`src/rtl/armcpu_pkg.sv`:
```
// Shared widths and FSM encoding for the
// block transfer sequencer slice.
package armcpu_pkg;
  localparam int WORD_SIZE  = 32;
  localparam int NUM_REGS   = 16;
  localparam int ADDR_WIDTH = 4;
  localparam int CNT_WIDTH  = 5;

  typedef enum logic [1:0] {
    IDLE,
    XFER,
    WB,
    DONE
  } state_t;
endpackage

```
`src/rtl/block_transfer_sequencer_if.sv`:
```
// Word memory request/ack port used by the
// block transfer sequencer.
interface block_transfer_sequencer_if;
  import armcpu_pkg::*;

  logic                 mem_req;
  logic                 mem_we;
  logic [WORD_SIZE-1:0] mem_addr;
  logic [WORD_SIZE-1:0] mem_wdata;
  logic [WORD_SIZE-1:0] mem_rdata;
  logic                 mem_ack;

  modport master (
    output mem_req, mem_we,
    output mem_addr, mem_wdata,
    input  mem_rdata, mem_ack
  );

  modport slave (
    input  mem_req, mem_we,
    input  mem_addr, mem_wdata,
    output mem_rdata, mem_ack
  );
endinterface

```
`src/rtl/reg_list_scanner.sv`:
```
// Lowest-set-bit index and popcount of a
// register list mask.
module reg_list_scanner
  import armcpu_pkg::*;
(
  input  logic [NUM_REGS-1:0]   mask,
  output logic [ADDR_WIDTH-1:0] idx,
  output logic [CNT_WIDTH-1:0]  count
);

  always_comb begin
    idx   = '0;
    count = '0;
    for (int i = NUM_REGS - 1; i >= 0; i--) begin
      if (mask[i]) idx = ADDR_WIDTH'(i);
    end
    for (int i = 0; i < NUM_REGS; i++) begin
      count = count + CNT_WIDTH'(mask[i]);
    end
  end

endmodule

```
`src/rtl/block_transfer_sequencer.sv`:
```
// LDM/STM sequencer: walks a register list
// one word per memory handshake.
module block_transfer_sequencer
  import armcpu_pkg::*;
(
  input  logic                  clk,
  input  logic                  reset,
  input  logic                  start,
  input  logic                  is_load,
  input  logic                  up,
  input  logic                  pre,
  input  logic                  wback,
  input  logic [ADDR_WIDTH-1:0] base_reg,
  input  logic [WORD_SIZE-1:0]  base_addr,
  input  logic [NUM_REGS-1:0]   reg_list,
  input  logic [WORD_SIZE-1:0]  rn_out,
  block_transfer_sequencer_if.master mem,
  output logic [ADDR_WIDTH-1:0] read_rn,
  output logic                  rd_we,
  output logic [ADDR_WIDTH-1:0] write_rd,
  output logic [WORD_SIZE-1:0]  rd_in,
  output logic                  busy,
  output logic                  done
);

  state_t                state;
  logic [NUM_REGS-1:0]   mask_q;
  logic [WORD_SIZE-1:0]  addr_q;
  logic [WORD_SIZE-1:0]  final_q;
  logic [ADDR_WIDTH-1:0] base_q;
  logic                  load_q;
  logic                  wb_q;
  logic                  req_q;

  logic [NUM_REGS-1:0]   scan_in;
  logic [NUM_REGS-1:0]   mask_nxt;
  logic [ADDR_WIDTH-1:0] cur;
  logic [CNT_WIDTH-1:0]  count;
  logic [WORD_SIZE-1:0]  four_n;
  logic [WORD_SIZE-1:0]  low_addr;
  logic [WORD_SIZE-1:0]  start_addr;
  logic [WORD_SIZE-1:0]  final_addr;
  logic                  xfer;
  logic                  st_beat;
  logic                  ld_beat;
  logic                  wb_cyc;

  // IDLE scans the incoming list for popcount;
  // XFER scans the remaining mask for cur.
  assign scan_in = (state == IDLE) ? reg_list : mask_q;

  reg_list_scanner u_scan (
    .mask  (scan_in),
    .idx   (cur),
    .count (count)
  );

  assign mask_nxt = mask_q & (mask_q - 1'b1);
  assign four_n   = WORD_SIZE'(count) << 2;
  assign low_addr = base_addr - four_n;

  assign start_addr =
    up ? (pre ? base_addr + 32'd4 : base_addr)
       : (pre ? low_addr : low_addr + 32'd4);
  assign final_addr =
    up ? base_addr + four_n : low_addr;

  always_ff @(posedge clk or negedge reset) begin
    if (!reset) begin
      state   <= IDLE;
      mask_q  <= '0;
      addr_q  <= '0;
      final_q <= '0;
      base_q  <= '0;
      load_q  <= 1'b0;
      wb_q    <= 1'b0;
      req_q   <= 1'b0;
      busy    <= 1'b0;
      done    <= 1'b0;
    end else begin
      done <= 1'b0;
      unique case (state)
        IDLE: begin
          if (start) begin
            mask_q  <= reg_list;
            addr_q  <= start_addr;
            final_q <= final_addr;
            base_q  <= base_reg;
            load_q  <= is_load;
            // A loaded base value beats the writeback.
            wb_q    <= wback &&
                       !(is_load && reg_list[base_reg]);
            if (count == '0) begin
              state <= DONE;
              done  <= 1'b1;
            end else begin
              state <= XFER;
              req_q <= 1'b1;
              busy  <= 1'b1;
            end
          end
        end
        XFER: begin
          if (mem.mem_ack) begin
            mask_q <= mask_nxt;
            addr_q <= addr_q + 32'd4;
            if (mask_nxt == '0) begin
              req_q <= 1'b0;
              if (wb_q) begin
                state <= WB;
              end else begin
                state <= DONE;
                busy  <= 1'b0;
                done  <= 1'b1;
              end
            end
          end
        end
        WB: begin
          state <= DONE;
          busy  <= 1'b0;
          done  <= 1'b1;
        end
        DONE: begin
          state <= IDLE;
        end
      endcase
    end
  end

  assign xfer    = (state == XFER);
  assign st_beat = xfer & ~load_q;
  assign ld_beat = xfer & load_q & mem.mem_ack;
  assign wb_cyc  = (state == WB);

  assign mem.mem_req   = req_q;
  assign mem.mem_we    = st_beat;
  assign mem.mem_addr  = xfer ? addr_q : '0;
  assign mem.mem_wdata = st_beat ? rn_out : '0;

  assign read_rn  = st_beat ? cur : '0;
  assign rd_we    = ld_beat | wb_cyc;
  assign write_rd = ld_beat ? cur :
                    wb_cyc  ? base_q : '0;
  assign rd_in    = ld_beat ? mem.mem_rdata :
                    wb_cyc  ? final_q : '0;

endmodule

```
`src/flat_wrapper.sv`:
```
// flat-port wrapper written by rule: the top's interface ports become plain ports
module block_transfer_sequencer_flat import armcpu_pkg::*;
  (clk, reset, start, is_load, up, pre, wback, base_reg, base_addr, reg_list, rn_out, read_rn, rd_we, write_rd, rd_in, busy, done, mem_mem_req, mem_mem_we, mem_mem_addr, mem_mem_wdata, mem_mem_rdata, mem_mem_ack);
  block_transfer_sequencer_if mem_i ();
  input  logic clk;
  input  logic reset;
  input  logic start;
  input  logic is_load;
  input  logic up;
  input  logic pre;
  input  logic wback;
  input  logic [ADDR_WIDTH-1:0] base_reg;
  input  logic [WORD_SIZE-1:0] base_addr;
  input  logic [NUM_REGS-1:0] reg_list;
  input  logic [WORD_SIZE-1:0] rn_out;
  output logic [ADDR_WIDTH-1:0] read_rn;
  output logic rd_we;
  output logic [ADDR_WIDTH-1:0] write_rd;
  output logic [WORD_SIZE-1:0] rd_in;
  output logic busy;
  output logic done;
  output wire logic [$bits(mem_i.mem_req)-1:0] mem_mem_req;
  output wire logic [$bits(mem_i.mem_we)-1:0] mem_mem_we;
  output wire logic [$bits(mem_i.mem_addr)-1:0] mem_mem_addr;
  output wire logic [$bits(mem_i.mem_wdata)-1:0] mem_mem_wdata;
  input wire logic [$bits(mem_i.mem_rdata)-1:0] mem_mem_rdata;
  input wire logic [$bits(mem_i.mem_ack)-1:0] mem_mem_ack;
  assign mem_mem_req = mem_i.mem_req;
  assign mem_mem_we = mem_i.mem_we;
  assign mem_mem_addr = mem_i.mem_addr;
  assign mem_mem_wdata = mem_i.mem_wdata;
  assign mem_i.mem_rdata = mem_mem_rdata;
  assign mem_i.mem_ack = mem_mem_ack;
  block_transfer_sequencer u_core (.clk(clk), .reset(reset), .start(start), .is_load(is_load), .up(up), .pre(pre), .wback(wback), .base_reg(base_reg), .base_addr(base_addr), .reg_list(reg_list), .rn_out(rn_out), .mem(mem_i), .read_rn(read_rn), .rd_we(rd_we), .write_rd(write_rd), .rd_in(rd_in), .busy(busy), .done(done));
endmodule
```
`config.mk`:
```
export PLATFORM = sky130hd
export DESIGN_NAME = block_transfer_sequencer_flat
export DESIGN_NICKNAME = d
export VERILOG_FILES = /design/src/rtl/armcpu_pkg.sv /design/src/rtl/block_transfer_sequencer_if.sv /design/src/rtl/reg_list_scanner.sv /design/src/rtl/block_transfer_sequencer.sv /design/src/flat_wrapper.sv
export SDC_FILE = /design/constraint.sdc
export NUM_CORES = 1
export LEC_CHECK = 0
export BUFFER_PORTS_ARGS = -buffer_cell sky130_fd_sc_hd__buf_2
export CELL_PAD_IN_SITES_DETAIL_PLACEMENT = 0
export CELL_PAD_IN_SITES_GLOBAL_PLACEMENT = 1
export CORE_ASPECT_RATIO = 1.1
export CORE_UTILIZATION = 36
export CTS_BUF_LIST = sky130_fd_sc_hd__clkbuf_2
export DETAILED_ROUTE_END_ITERATION = 10
export PLACE_DENSITY_LB_ADDON = 0.12
export SYNTH_ARGS = -nofsm -noshare
export SYNTH_HDL_FRONTEND = slang
export SYNTH_SLANG_ARGS = --single-unit
export TNS_END_PERCENT = 1
```
`constraint.sdc`:
```
create_clock -name clk -period 7.2 [get_ports clk]
set_input_delay 1.44 -clock clk [delete_from_list [all_inputs] [get_ports clk]]
set_output_delay 1.44 -clock clk [all_outputs]
set_load 0.01 [all_outputs]
```
---- Word level (Yosys, flattened, before mapping) ----
Cells that the tools add are included.
storage, ports and cells
  register bits after elaboration ......... 91
  input bits .............................. 124
  output and inout bits ................... 109
  word-level logic and storage cells ...... 116
operators by class
  add/subtract/negate cells ............... 21
  order comparisons ....................... 1
  equal/unequal tests ..................... 8
  mux-type cells .......................... 57
  bitwise operators ....................... 6
  reduce and logical (&&, ||, !) cells .... 13
operators by type and width
  operator                 number
  $mux W32                 10
  $add A32 B3 Y32 const B  3
  $mux W4                  19
  $pmux W32 S2             1
  $add A5 B1 Y5            11
  $mux W16                 3
  $add A32 B7 Y32          1
  $pmux W16 S2             1
  $sub A32 B7 Y32          1
  $and A16 B16 Y16         1
  $logic_not A16 Y1        1
  $sub A16 B1 Y16 const B  1
  $mux W1                  14
  $ne A2 B2 Y1 const B     5
  $mux W2                  4
  $pmux W2 S4              1
  $pmux W1 S3              2
  $reduce_and A3 Y1        2
  $reduce_and A6 Y1        1
  $add A4 B1 Y5            1
  $logic_not A5 Y1         1
  $lt A4 B5 Y1 const B     1
  $reduce_and A5 Y1        1
  $add A3 B1 Y4            1
  other kinds (15)         19

---- Longest topological paths before layout ----
Gate-level depths: netlist of the first run.
  word-level depth ........................ 23
  depth in mapped cells ................... 29
  depth with buffers taken out ............ 27

---- By module ----
Synthesis of the first run repeated with hierarchy kept, for this count alone.
second synthesis, totals
  cells, all modules ...................... 1355
  area total of the unflattened synthesis .. 9855.7 sq um
by module, submodules not included
  module                    times used  cells each  area an instance (sq um)  seq. area each (sq um)
  block_transfer_sequencer  1           1284        9305.2                    2277.2
  reg_list_scanner          1           71          550.5                     0.0

---- Worst setup path after synthesis of the first run ----
Ideal clock, no wire load.
  path type ............................... flip-flop to flip-flop
  start point ............................. register u_core.state[0]
  end point ............................... register u_core.addr_q[30]
  setup time .............................. 128 ps
  arrival ................................. 7434 ps
  required time ........................... 7072 ps
  slack ................................... -363 ps
  cell stages (with the launch flop) ...... 23
  buffers on the path ..................... 2
  period minus slack after synthesis ...... 7563 ps
  path through ............................ dfrtp_1 > inv_1 > ha_1 > buf_1 > clkbuf_1 > mux2_2 > fa_1 > fa_1 > fa_1 > fa_1 > ha_1 > inv_1 > fa_1 > ha_1 > nor2b_1 > o311a_1 > nor3_1 > mux2_2 > a32o_1 > nand3b_4 > or4_1 > a31oi_1 > nor3_1
between the ends
  word-level cells in the longest chain between the ends .. 23
  elaborated cells between the ends (all ways) .. 28
  those cells by class .................... add/sub: 17; eq/ne: 3; mux: 5; reduce/logical: 3
RTL lines
  element                      line                                                            text
  start: declaration           block_transfer_sequencer.sv:26                                  state_t state;
  start signal: assignment     block_transfer_sequencer.sv:70                                  state <= IDLE;
  start signal: assignment     block_transfer_sequencer.sv:94                                  state <= DONE;
  start signal: assignment     block_transfer_sequencer.sv:97                                  state <= XFER;
  $logic_not A2 Y1             block_transfer_sequencer.sv:50, block_transfer_sequencer.sv:82
  $mux W16                     block_transfer_sequencer.sv:50                                  assign scan_in = (state == IDLE) ? reg_list : mask_q;
  $add A1 B1 Y2                reg_list_scanner.sv:18                                          count = count + CNT_WIDTH'(mask[i]);
  $add A2 B1 Y3                reg_list_scanner.sv:18
  $add A3 B1 Y4                reg_list_scanner.sv:18
  $add A4 B1 Y5                reg_list_scanner.sv:18
  $add A5 B1 Y5 (11 in a row)  reg_list_scanner.sv:18
  $sub A32 B7 Y32              block_transfer_sequencer.sv:60                                  assign low_addr = base_addr - four_n;
  $add A32 B3 Y32              block_transfer_sequencer.sv:64                                  : (pre ? low_addr : low_addr + 32'd4);
  $mux W32                     block_transfer_sequencer.sv:64
  $mux W32                     block_transfer_sequencer.sv:63                                  up ? (pre ? base_addr + 32'd4 : base_addr)
  $mux W32                     block_transfer_sequencer.sv:84                                  if (start) begin
  $pmux W32 S2                 block_transfer_sequencer.sv:82                                  unique case (state)
  end signal: assignment       block_transfer_sequencer.sv:86                                  addr_q <= start_addr;
  end signal: assignment       block_transfer_sequencer.sv:106                                 addr_q <= addr_q + 32'd4;
  end: declaration             block_transfer_sequencer.sv:28                                  logic [WORD_SIZE-1:0] addr_q;
Several ways; a longest one is shown, not always the timed one. The select of a mux whose other input is x is not followed.
A chain may end at the register's enable or synchronous reset.

---- Worst setup path after layout of the first run ----
  start point ............................. input port reg_list[13]
  end point ............................... register u_core.addr_q[20]
between the ends
  word-level cells in the longest chain between the ends .. 10
RTL lines
  element                         line                            text
  start: declaration              flat_wrapper.sv:14              input logic [NUM_REGS-1:0] reg_list;
  $mux W16 (*)                    block_transfer_sequencer.sv:50
  $add A5 B1 Y5 (*) (3 in a row)  reg_list_scanner.sv:18
  $sub A32 B7 Y32 (*)             block_transfer_sequencer.sv:60
  $add A32 B3 Y32                 block_transfer_sequencer.sv:64
  $mux W32 (*)                    block_transfer_sequencer.sv:64
  $mux W32 (*)                    block_transfer_sequencer.sv:63
  $mux W32 (*)                    block_transfer_sequencer.sv:84
  $pmux W32 S2 (*)                block_transfer_sequencer.sv:82
Mark *: on every way between the ends. The rest lies on a longest branch, timed or not. The select of a mux whose other input is x is not followed.

==> results_dict.tcl, run 1 <==
set metrics [dict create \
    fillCellCount 2692 \
    setup_viol 0 \
    cts_tree "built" \
    place_ws_ns -0.522 \
    antenna_left 0 \
    r2r-end "u_core.addr_q[20]$_DFFE_PN0P_" \
    final_util 0.475 \
    netlist.area_leader.share 0.240 \
    slew_headroom 0.259 \
    clk_latency_ns 0.62 \
    vias_per_cell 5.32 \
    yosys.area.top_type "dfrtp_1" \
    drc_errors 0 \
    wl_per_cell_um 18.5 \
    final_hold_viol_count 0 \
    design.die.area_um2 27000 \
    synth_edf_count 0 \
    die_y_um 172 \
    die_w_um 157 \
    crit_path_start "reg_list[13]" \
    drt-pass1-iter-count 5 \
    ys_dominant_reg_cell "dfrtp_1" \
    fin_worst_skew_ns 0.0370 \
    cts-root-buf "clkbuf_2" \
    grt_use_total 0.261 \
    cts_buffer_depth 2 \
    via_count 10178 \
    synth_seq_area_share 0.240 \
    ys_async_sr_fraction 1.00 \
    hp-class "flop to flop" \
    finalInstanceArea_um2 12200 \
    syn-num-nets 1425 \
    crit_end "u_core.addr_q[20]$_DFFE_PN0P_" \
    rr_worst_depth 22 \
    whs_ns 0.522 \
    fin_nets 1719 \
    setup_ws_ns 0.211 \
    maxCapViolCount 0 \
    antenna_found_initial 1 \
    htree_levels 3 \
    dp_hpwl_um 28000 \
    worst_pin_slew_ns 1.11 \
    clock-sinks 91 \
    first_global_vias 9450 \
    io_pins 233 \
    max_freq_mhz 143 \
    synth_seq_cells 91 \
    reg2reg_slack_ns 0.22 \
    crit_required_ns 7.69 \
    first_iter_violations 718 \
    rr_startpoint "u_core.state[1]$_DFFE_PN0P_" \
    routabilityCongestion 0.955 \
    cts.clk_slew.worst_paths_ns 0.28 \
    min_period_ns 6.99 \
    port_buffers 232 \
    synth_cells 1265 \
    routed_wl_um 35300 \
    synthToLayoutAreaGrowth_pct 28.3 \
    row_count 61 \
    cts_buffers 9 \
    grt-ovfl-total 0 \
    place_area_um2 11800 \
    crit_type "input port to flop" \
    yosysWarningCount 0 \
    core_area_um2 25600 \
    crit_path_end_kind "flop" \
    grt_max_degree 79 \
    start_kind "input port" \
    drive_gt1_frac 0.297 \
    grt_pass1_wl_um 53400 \
    synth.area.top_cells "dfrtp_1 (24%), nand2_1 (7.2%), o21ai_0 (5.7%)" \
    synthDistinctLibCells 81 \
    syn_area_per_cell_um2 7.49 \
    critical_path_arrival_ns 7.48 \
    outcome "completed" \
    finalCritPeriodShare 0.971 \
    synthesis.area_um2 9470 \
    finalMaxSlewViolations 0 \
    hold_buffers 0 \
    path_max_fanout 5 \
    initial_core_util 0.371 \
]
## repair_timing
action | 4_1_cts | 5_1_grt
setup endpoints to repair | 3 | 20
pin swaps | 2 | 20
cloned | 1 | 1
resized for setup | 4 | 22
setup buffers | 1 | 9
## final cells by class
class	count	area (um2)	area share
antenna	2	5.00	0.000412
clock buffer	10	50.0	0.00412
clock inverter	6	71.3	0.00587
inverter	44	165	0.0136
multi-input combinational	1043	6890	0.567
sequential	91	2280	0.187
tap	346	433	0.0356
timing repair buffer	370	2270	0.187
## critical path: stages
cell and delay [ns]:
buf_2 0.11, mux2_4 0.27, fa_1 0.51, inv_1 0.06
fa_1 0.49, inv_1 0.05, fa_1 0.49, fa_1 0.53
ha_2 0.19, inv_1 0.06, fa_2 0.59, ha_1 0.25
nor2b_4 0.15, o311a_4 0.35, or3_4 0.39, a2111oi_4 0.39
nand3_2 0.18, nand3b_1 0.24, buf_4 0.17, a21oi_2 0.11
xnor2_1 0.12, a221oi_1 0.33
## synth_stat cells (4+ instances only)
master	n
nand2_1	182
o21ai_0	108
dfrtp_1	91
nor2_1	82
nand3_1	78
clkbuf_1	71
and2_1	70
a21oi_1	63
xnor2_1	56
inv_1	41
xor2_1	36
nor3_1	34
ha_1	24
and3_1	19
mux2i_1	17
nand4_1	17
o22ai_1	16
or3_1	16
a31oi_1	15
nand2b_1	15
mux2_2	14
a21o_1	13
nor2b_1	13
fa_1	12
nor4_1	12
buf_1	11
a22o_1	9
o31ai_1	9
o21a_1	8
a221oi_1	7
a211oi_1	6
mux4_2	6
or2_2	6
and4_1	5
or4_1	5
maj3_1	4
nand3b_1	4
## layer usage
layer	vias to the layer above	global-route usage	wire [um]
met4	0	0.116	1380
met5	-	0	0
met3	48	0.0268	1600
li1	5052	-	-
met1	4759	0.340	15500
met2	319	0.436	16900
## cells in the final DEF, fill, tap and decap left out, types with 12 or more instances in the layout
cell	instances
o22ai_1	16
buf_2	231
and2_1	70
mux2_2	12
and3_1	19
mux2i_1	17
xnor2_1	55
a21o_1	13
nand4_1	17
inv_1	38
nand3_1	78
nor3_1	32
dfrtp_1	91
a31oi_1	15
nand2_1	181
nand2b_1	13
o21ai_0	106
xor2_1	36
nor4_1	12
nor2_1	78
a21oi_1	61
or3_1	15
buf_4	135
ha_1	17
## sequential cells by signal, summed over array words and instances, names as in the netlist
| name | flops |
|---|---|
| u_core.mask_q | 16 |
| u_core.base_q | 4 |
| u_core.state | 2 |
| u_core.busy | 1 |
| u_core.done | 1 |
| u_core.final_q | 32 |
| u_core.wb_q | 1 |
| u_core.load_q | 1 |
| u_core.mem.mem_req | 1 |
| u_core.addr_q | 32 |
## stage by stage
stage          cells  TNS, ns
2_1_floorplan   1265   -0.157
3_3_place_gp    1882    -7.70
3_5_place_dp    1882    -8.30
4_1_cts         1900        0
5_1_grt         1912  -0.0314
6_report        1912        0
## worst min-delay path by stage
stage | cells past startpoint | to | startpoint | slack (ns)
5_1_grt | 2 | u_core.final_q[12]$_DFFE_PN0P_ | u_core.final_q[12]$_DFFE_PN0P_ | 0.54
4_1_cts | 2 | u_core.final_q[12]$_DFFE_PN0P_ | u_core.final_q[12]$_DFFE_PN0P_ | 0.53
6_report | 2 | u_core.final_q[12]$_DFFE_PN0P_ | u_core.final_q[12]$_DFFE_PN0P_ | 0.52
3_5_place_dp | 2 | u_core.final_q[12]$_DFFE_PN0P_ | u_core.final_q[12]$_DFFE_PN0P_ | 0.47
3_3_place_gp | 2 | u_core.final_q[17]$_DFFE_PN0P_ | u_core.final_q[17]$_DFFE_PN0P_ | 0.46
2_1_floorplan | 1 | u_core.final_q[30]$_DFFE_PN0P_ | u_core.final_q[30]$_DFFE_PN0P_ | 0.45
## cell families (layout without fill, tap and decap cells)
group | Yosys count | count (layout) | share of synthesized area
mux | 37 | 37 | 0.0489
xor+xnor | 93 | 93 | 0.0868
other cells | 0 | 2 | 0
simple gates | 577 | 577 | 0.313
flops | 91 | 91 | 0.240
buf+inv | 131 | 430 | 0.0541
fa+ha+maj | 40 | 40 | 0.0613
compound gates | 296 | 296 | 0.196
Power of run 1 is left out: the tool's default activity adds up to more than one toggle a clock period on the data nets, which glitch-free logic cannot reach.
==> run 2: changes to the inputs <==
CELL_PAD_IN_SITES_DETAIL_PLACEMENT = 1   (was 0)
PLACE_DENSITY = 0.8   (was unset)
PLACE_DENSITY_LB_ADDON = unset   (was 0.12)
==> run 2 against run 1 <==
Against the previous run: critical path depth up 7; final cell count down 0.94%; die area unchanged; hold slack better by 0.0012 ns; register-to-register slack worse by 0.10 ns; first-iteration DRC count down 7.8%; setup slack worse by 0.092 ns; fmax down 1.3%; global-route usage up 3.1 points; non-clock buffer count down 16; via count up 5.6%.
==> results_dict.tcl, run 2 (synthesis results as in run 1) <==
set metrics [dict create \
    crit_path_max_incr_delay_ns 0.57 \
    finalCritPeriodShare 0.983 \
    clk_latency_ns 0.64 \
    crit_path_end_kind "flop" \
    grt_pass1_wl_um 59800 \
    outcome "completed" \
    fin_worst_skew_ns 0.0421 \
    routed_wl_um 39700 \
    first_global_vias 10805 \
    cts.clk_slew.worst_paths_ns 0.32 \
    grt_max_degree 80 \
    cts-root-buf "clkbuf_2" \
    whs_ns 0.524 \
    via_count 10751 \
    routabilityCongestion 0.966 \
    critPathSlowestCell "fa_1" \
    row_count 61 \
    rsz0062_at_grt "yes" \
    hp-class "flop to flop" \
    setup_ws_ns 0.119 \
    crit_type "flop to flop" \
    layout_common_cells "buf_2 (231), nand2_1 (180), buf_4 (119), o21ai_0 (105), dfrtp_1 (91)" \
    cts_buffer_depth 2 \
    final_common_cell "buf_2" \
    io_pins 233 \
    wl_per_cell_um 20.9 \
    maxCapViolCount 0 \
    htree_levels 3 \
    cts_buffers 9 \
    path_max_fanout 13 \
    fin_nets 1703 \
    die_w_um 157 \
    drive_gt1_frac 0.296 \
    place_inst 1865 \
    die_y_um 172 \
    vias_per_cell 5.68 \
    drt-pass1-iter-count 5 \
    cts_tree "built" \
    port_buffers 232 \
    first_iter_violations 662 \
    design.die.area_um2 27000 \
    place_ws_ns -0.567 \
    setup_viol 0 \
    drc_errors 0 \
    dp_hpwl_um 31300 \
    largestRegisters "u_core.addr_q: 32 flops, u_core.final_q: 32 flops, u_core.mask_q: 16 flops" \
    core_area_um2 25600 \
    synthToLayoutAreaGrowth_pct 27.2 \
    critical_path_arrival_ns 7.62 \
    fillCellCount 3241 \
    finalMaxSlewViolations 0 \
    start_kind "flop" \
    antenna_left 0 \
    final_cells 1894 \
    grt-ovfl-total 0 \
    tns_ns 0 \
    final_hold_viol_count 0 \
    min_period_ns 7.08 \
    antenna_found_initial 1 \
    initial_core_util 0.371 \
    worst_pin_slew_ns 1.12 \
    crit_required_ns 7.74 \
    max_freq_mhz 141 \
    clock-sinks 91 \
    slew_headroom 0.253 \
    grt_use_total 0.291 \
]
==> run 2: cell types whose count changed in the layout (fill, tap and decap cells not counted), sizes merged <==
cell and change:
buf -14, clkbuf -2, bufinv -1, inv -1, diode -1, bufbuf -1, clkinv +1, clkinvlp +1
==> run 2: stage by stage <==
| step | cell area [um2] | utilization |
|---|---|---|
| after floorplan | 9560 | - |
| after global placement | 11600 | 0.455 |
| after detailed placement | 11600 | 0.455 |
| after CTS | 11800 | 0.462 |
| after global routing | 12000 | 0.471 |
| final | 12000 | 0.471 |
==> run 2: timing repair <==
item                                    4_1_cts  5_1_grt
pin swaps                                     8       25
gates resized for setup                      12       36
setup buffers                                 6        8
hold buffers                                  0        0
endpoints found under the setup margin        8       23
==> run 2: cell type report <==
type	instances	area [um2]	area share
inverter	44	166	0.0138
tap	346	433	0.0359
clock inverter	6	48.8	0.00405
multi-input combinational	1043	6980	0.579
antenna	1	2.50	0.000208
timing repair buffer	354	2100	0.174
sequential	91	2280	0.189
clock buffer	9	45.0	0.00374
==> run 2: worst max-delay path, delay by kind of cell, from the launching register on <==
kind            cells  cell delay (ns)
flops               1             0.47
simple gates        2             0.41
compound gates      7             1.37
fa+ha+maj           7             2.74
mux                 1             0.14
xor+xnor            3             0.70
buf+inv             9             1.14
==> run 2: worst paths after layout <==
kind,from,end,slack [ns],cells after the start
max,u_core.state[1]$_DFFE_PN0P_,u_core.addr_q[12]$_DFFE_PN0P_,0.12,29
min,u_core.final_q[23]$_DFFE_PN0P_,u_core.final_q[23]$_DFFE_PN0P_,0.52,2
min in group asynchronous,reset,u_core.base_q[0]$_DFFE_PN0P_,0.70,1
max in group asynchronous,reset,u_core.final_q[20]$_DFFE_PN0P_,5.32,2
min reg2reg,u_core.final_q[23]$_DFFE_PN0P_,u_core.final_q[23]$_DFFE_PN0P_,0.52,2
max reg2reg,u_core.state[1]$_DFFE_PN0P_,u_core.addr_q[12]$_DFFE_PN0P_,0.12,29
==> run 2: per-layer routing <==
layer,share of wire,vias up,track usage
met5,0,-,0
met4,0.055,0,0.173
met3,0.049,78,0.0388
met2,0.49,360,0.506
met1,0.41,5282,0.343
li1,-,5031,-
Power of run 2 is left out for the same reason.
==> run 3: changes to the inputs <==
CAP_MARGIN = 20   (was unset)
clock period = 6.4 ns   (was 7.2 ns; I/O delays follow)
==> run 3 against run 2 <==
Against the previous run: the flow now finishes with violations (negative setup slack); flip-flop and latch count is the same; final cell count increased by 2.7%; critical path depth fell by 2; register-to-register slack worse by 0.70 ns; hold slack got worse by 0.031 ns; routed wire length is 1.6% higher; non-clock buffer count grew 49; clock skew decreased by 0.0048 ns; sequential share of layout area decreased by 0.84 points; largest cell class unchanged; highest routed layer unchanged.
==> results_dict.tcl, run 3 (synthesis results as in run 1) <==
set metrics [dict create \
    outcome "finished with violations" \
    violations "negative setup slack" \
    clock-sinks 91 \
    dp_hpwl_um 31600 \
    grt_pass1_wl_um 60600 \
    fin_worst_skew_ns 0.0373 \
    routed_wl_um 40300 \
    path_common_cell "buf_4" \
    routabilityCongestion 0.970 \
    io_pins 233 \
    drive_gt1_frac 0.333 \
    initial_core_util 0.371 \
    final_hold_viol_count 0 \
    first_iter_violations 653 \
    largestRegisters "u_core.addr_q: 32 flops, u_core.final_q: 32 flops, u_core.mask_q: 16 flops" \
    clk_latency_ns 0.65 \
    place_area_um2 12000 \
    via_count 10969 \
    antenna_left 0 \
    cts_buffer_depth 2 \
    crit_required_ns 6.94 \
    place_inst 1912 \
    tns_ns -11.70 \
    crit_path_max_incr_delay_ns 0.58 \
    drc_errors 0 \
    fin_nets 1752 \
    worst_pin_slew_ns 0.963 \
    die_y_um 172 \
    grt_use_total 0.295 \
    antenna_found_initial 1 \
    htree_levels 3 \
    grt_max_degree 71 \
    cts_tree "built" \
    critical_path_arrival_ns 7.52 \
    design.die.area_um2 27000 \
    fillCellCount 3217 \
    finalInstanceArea_um2 12600 \
    layout_common_cells "buf_2 (231), nand2_1 (179), buf_4 (165), o21ai_0 (99), dfrtp_1 (91)" \
    vias_per_cell 5.64 \
    crit_type "flop to flop" \
    maxCapViolCount 0 \
    synthToLayoutAreaGrowth_pct 33.1 \
    first_global_vias 10976 \
    rsz0062_at_grt "yes" \
    final_common_cell "buf_2" \
    core_area_um2 25600 \
    drt-pass1-iter-count 5 \
    setup_ws_ns -0.581 \
    place_ws_ns -1.22 \
    final_cells 1945 \
    row_count 61 \
    cts.clk_slew.worst_paths_ns 0.30 \
    max_freq_mhz 143 \
    slew_headroom 0.356 \
    cts-root-buf "clkbuf_2" \
    finalMaxSlewViolations 0 \
    hp-class "input port to async pin" \
    die_w_um 157 \
    setup_viol 37 \
    port_buffers 232 \
    critPathSlowestCell "fa_1" \
    finalCritPeriodShare 1.09 \
    crit_path_end_kind "flop" \
    min_period_ns 6.98 \
    grt-ovfl-total 0 \
    start_kind "flop" \
    path_max_fanout 6 \
    cts_buffers 9 \
    wl_per_cell_um 20.7 \
]
run 3: changes by cell type in the layout (fill, tap and decap cells not counted), moves of 3 or more:
cell / delta
buf_4: +46
o21ai_0: -6
nor2_1: -4
o21ai_1: +4
nor2_2: +3
nor4_4: +3
or3_1: -3
or3_4: +3
run 3: critical path, delay by kind of cell, from the launching register on:
kind            cells  cell delay, ns
simple gates        4            0.85
buf+inv             9            1.06
mux                 2            0.54
compound gates      4            0.85
flops               1            0.46
fa+ha+maj           8            3.13
run 3: worst paths after layout:
path                                                 from  slack, ns  cells past startpoint                              to
setup / recovery              u_core.state[0]$_DFFE_PN0P_      -0.58                     27   u_core.addr_q[26]$_DFFE_PN0P_
min in group clk           u_core.final_q[24]$_DFFE_PN0P_       0.53                      2  u_core.final_q[24]$_DFFE_PN0P_
hold reg to reg            u_core.final_q[24]$_DFFE_PN0P_       0.53                      2  u_core.final_q[24]$_DFFE_PN0P_
hold / removal                                      reset       0.49                      1   u_core.addr_q[16]$_DFFE_PN0P_
max in group asynchronous                           reset       4.66                      2   u_core.mask_q[11]$_DFFE_PN0P_
setup reg to reg              u_core.state[0]$_DFFE_PN0P_      -0.58                     27   u_core.addr_q[26]$_DFFE_PN0P_
run 3: what timing repair did:
item                                    4_1_cts  5_1_grt
hold buffers                                  0        0
endpoints found under the setup margin       51       47
buffers inserted                              3       10
gates cloned                                  1        0
gates resized for setup                      51       33
pin swaps                                    17       27
run 3: per-stage QoR:
step / utilization / hold WS (ns)
2_1_floorplan: - / 0.451
3_3_place_gp: 0.470 / 0.468
3_5_place_dp: 0.470 / 0.475
4_1_cts: 0.482 / 0.452
5_1_grt: 0.493 / 0.464
6_report: 0.493 / 0.493
run 3: layout make-up:
cell class,instances,area (um2),area share
Sequential cell,91,2280,0.181
Antenna cell,3,7.51,0.000595
Inverter,44,165,0.0131
Multi-Input combinational cell,1043,7120,0.564
Tap cell,346,433,0.0343
Clock buffer,9,45.0,0.00357
Clock inverter,6,48.8,0.00387
Timing Repair Buffer,403,2520,0.200
run 3: per-layer routing:
layer  up-vias  part of all wire  track usage  wire length [um]
met5         -                 0            0                 0
met4         0             0.044        0.136              1780
met3        72             0.051       0.0386              2070
met2       390              0.50        0.534             20200
met1      5384              0.40        0.345             16300
li1       5123                 -            -                 -
Power of run 3 is left out for the same reason.
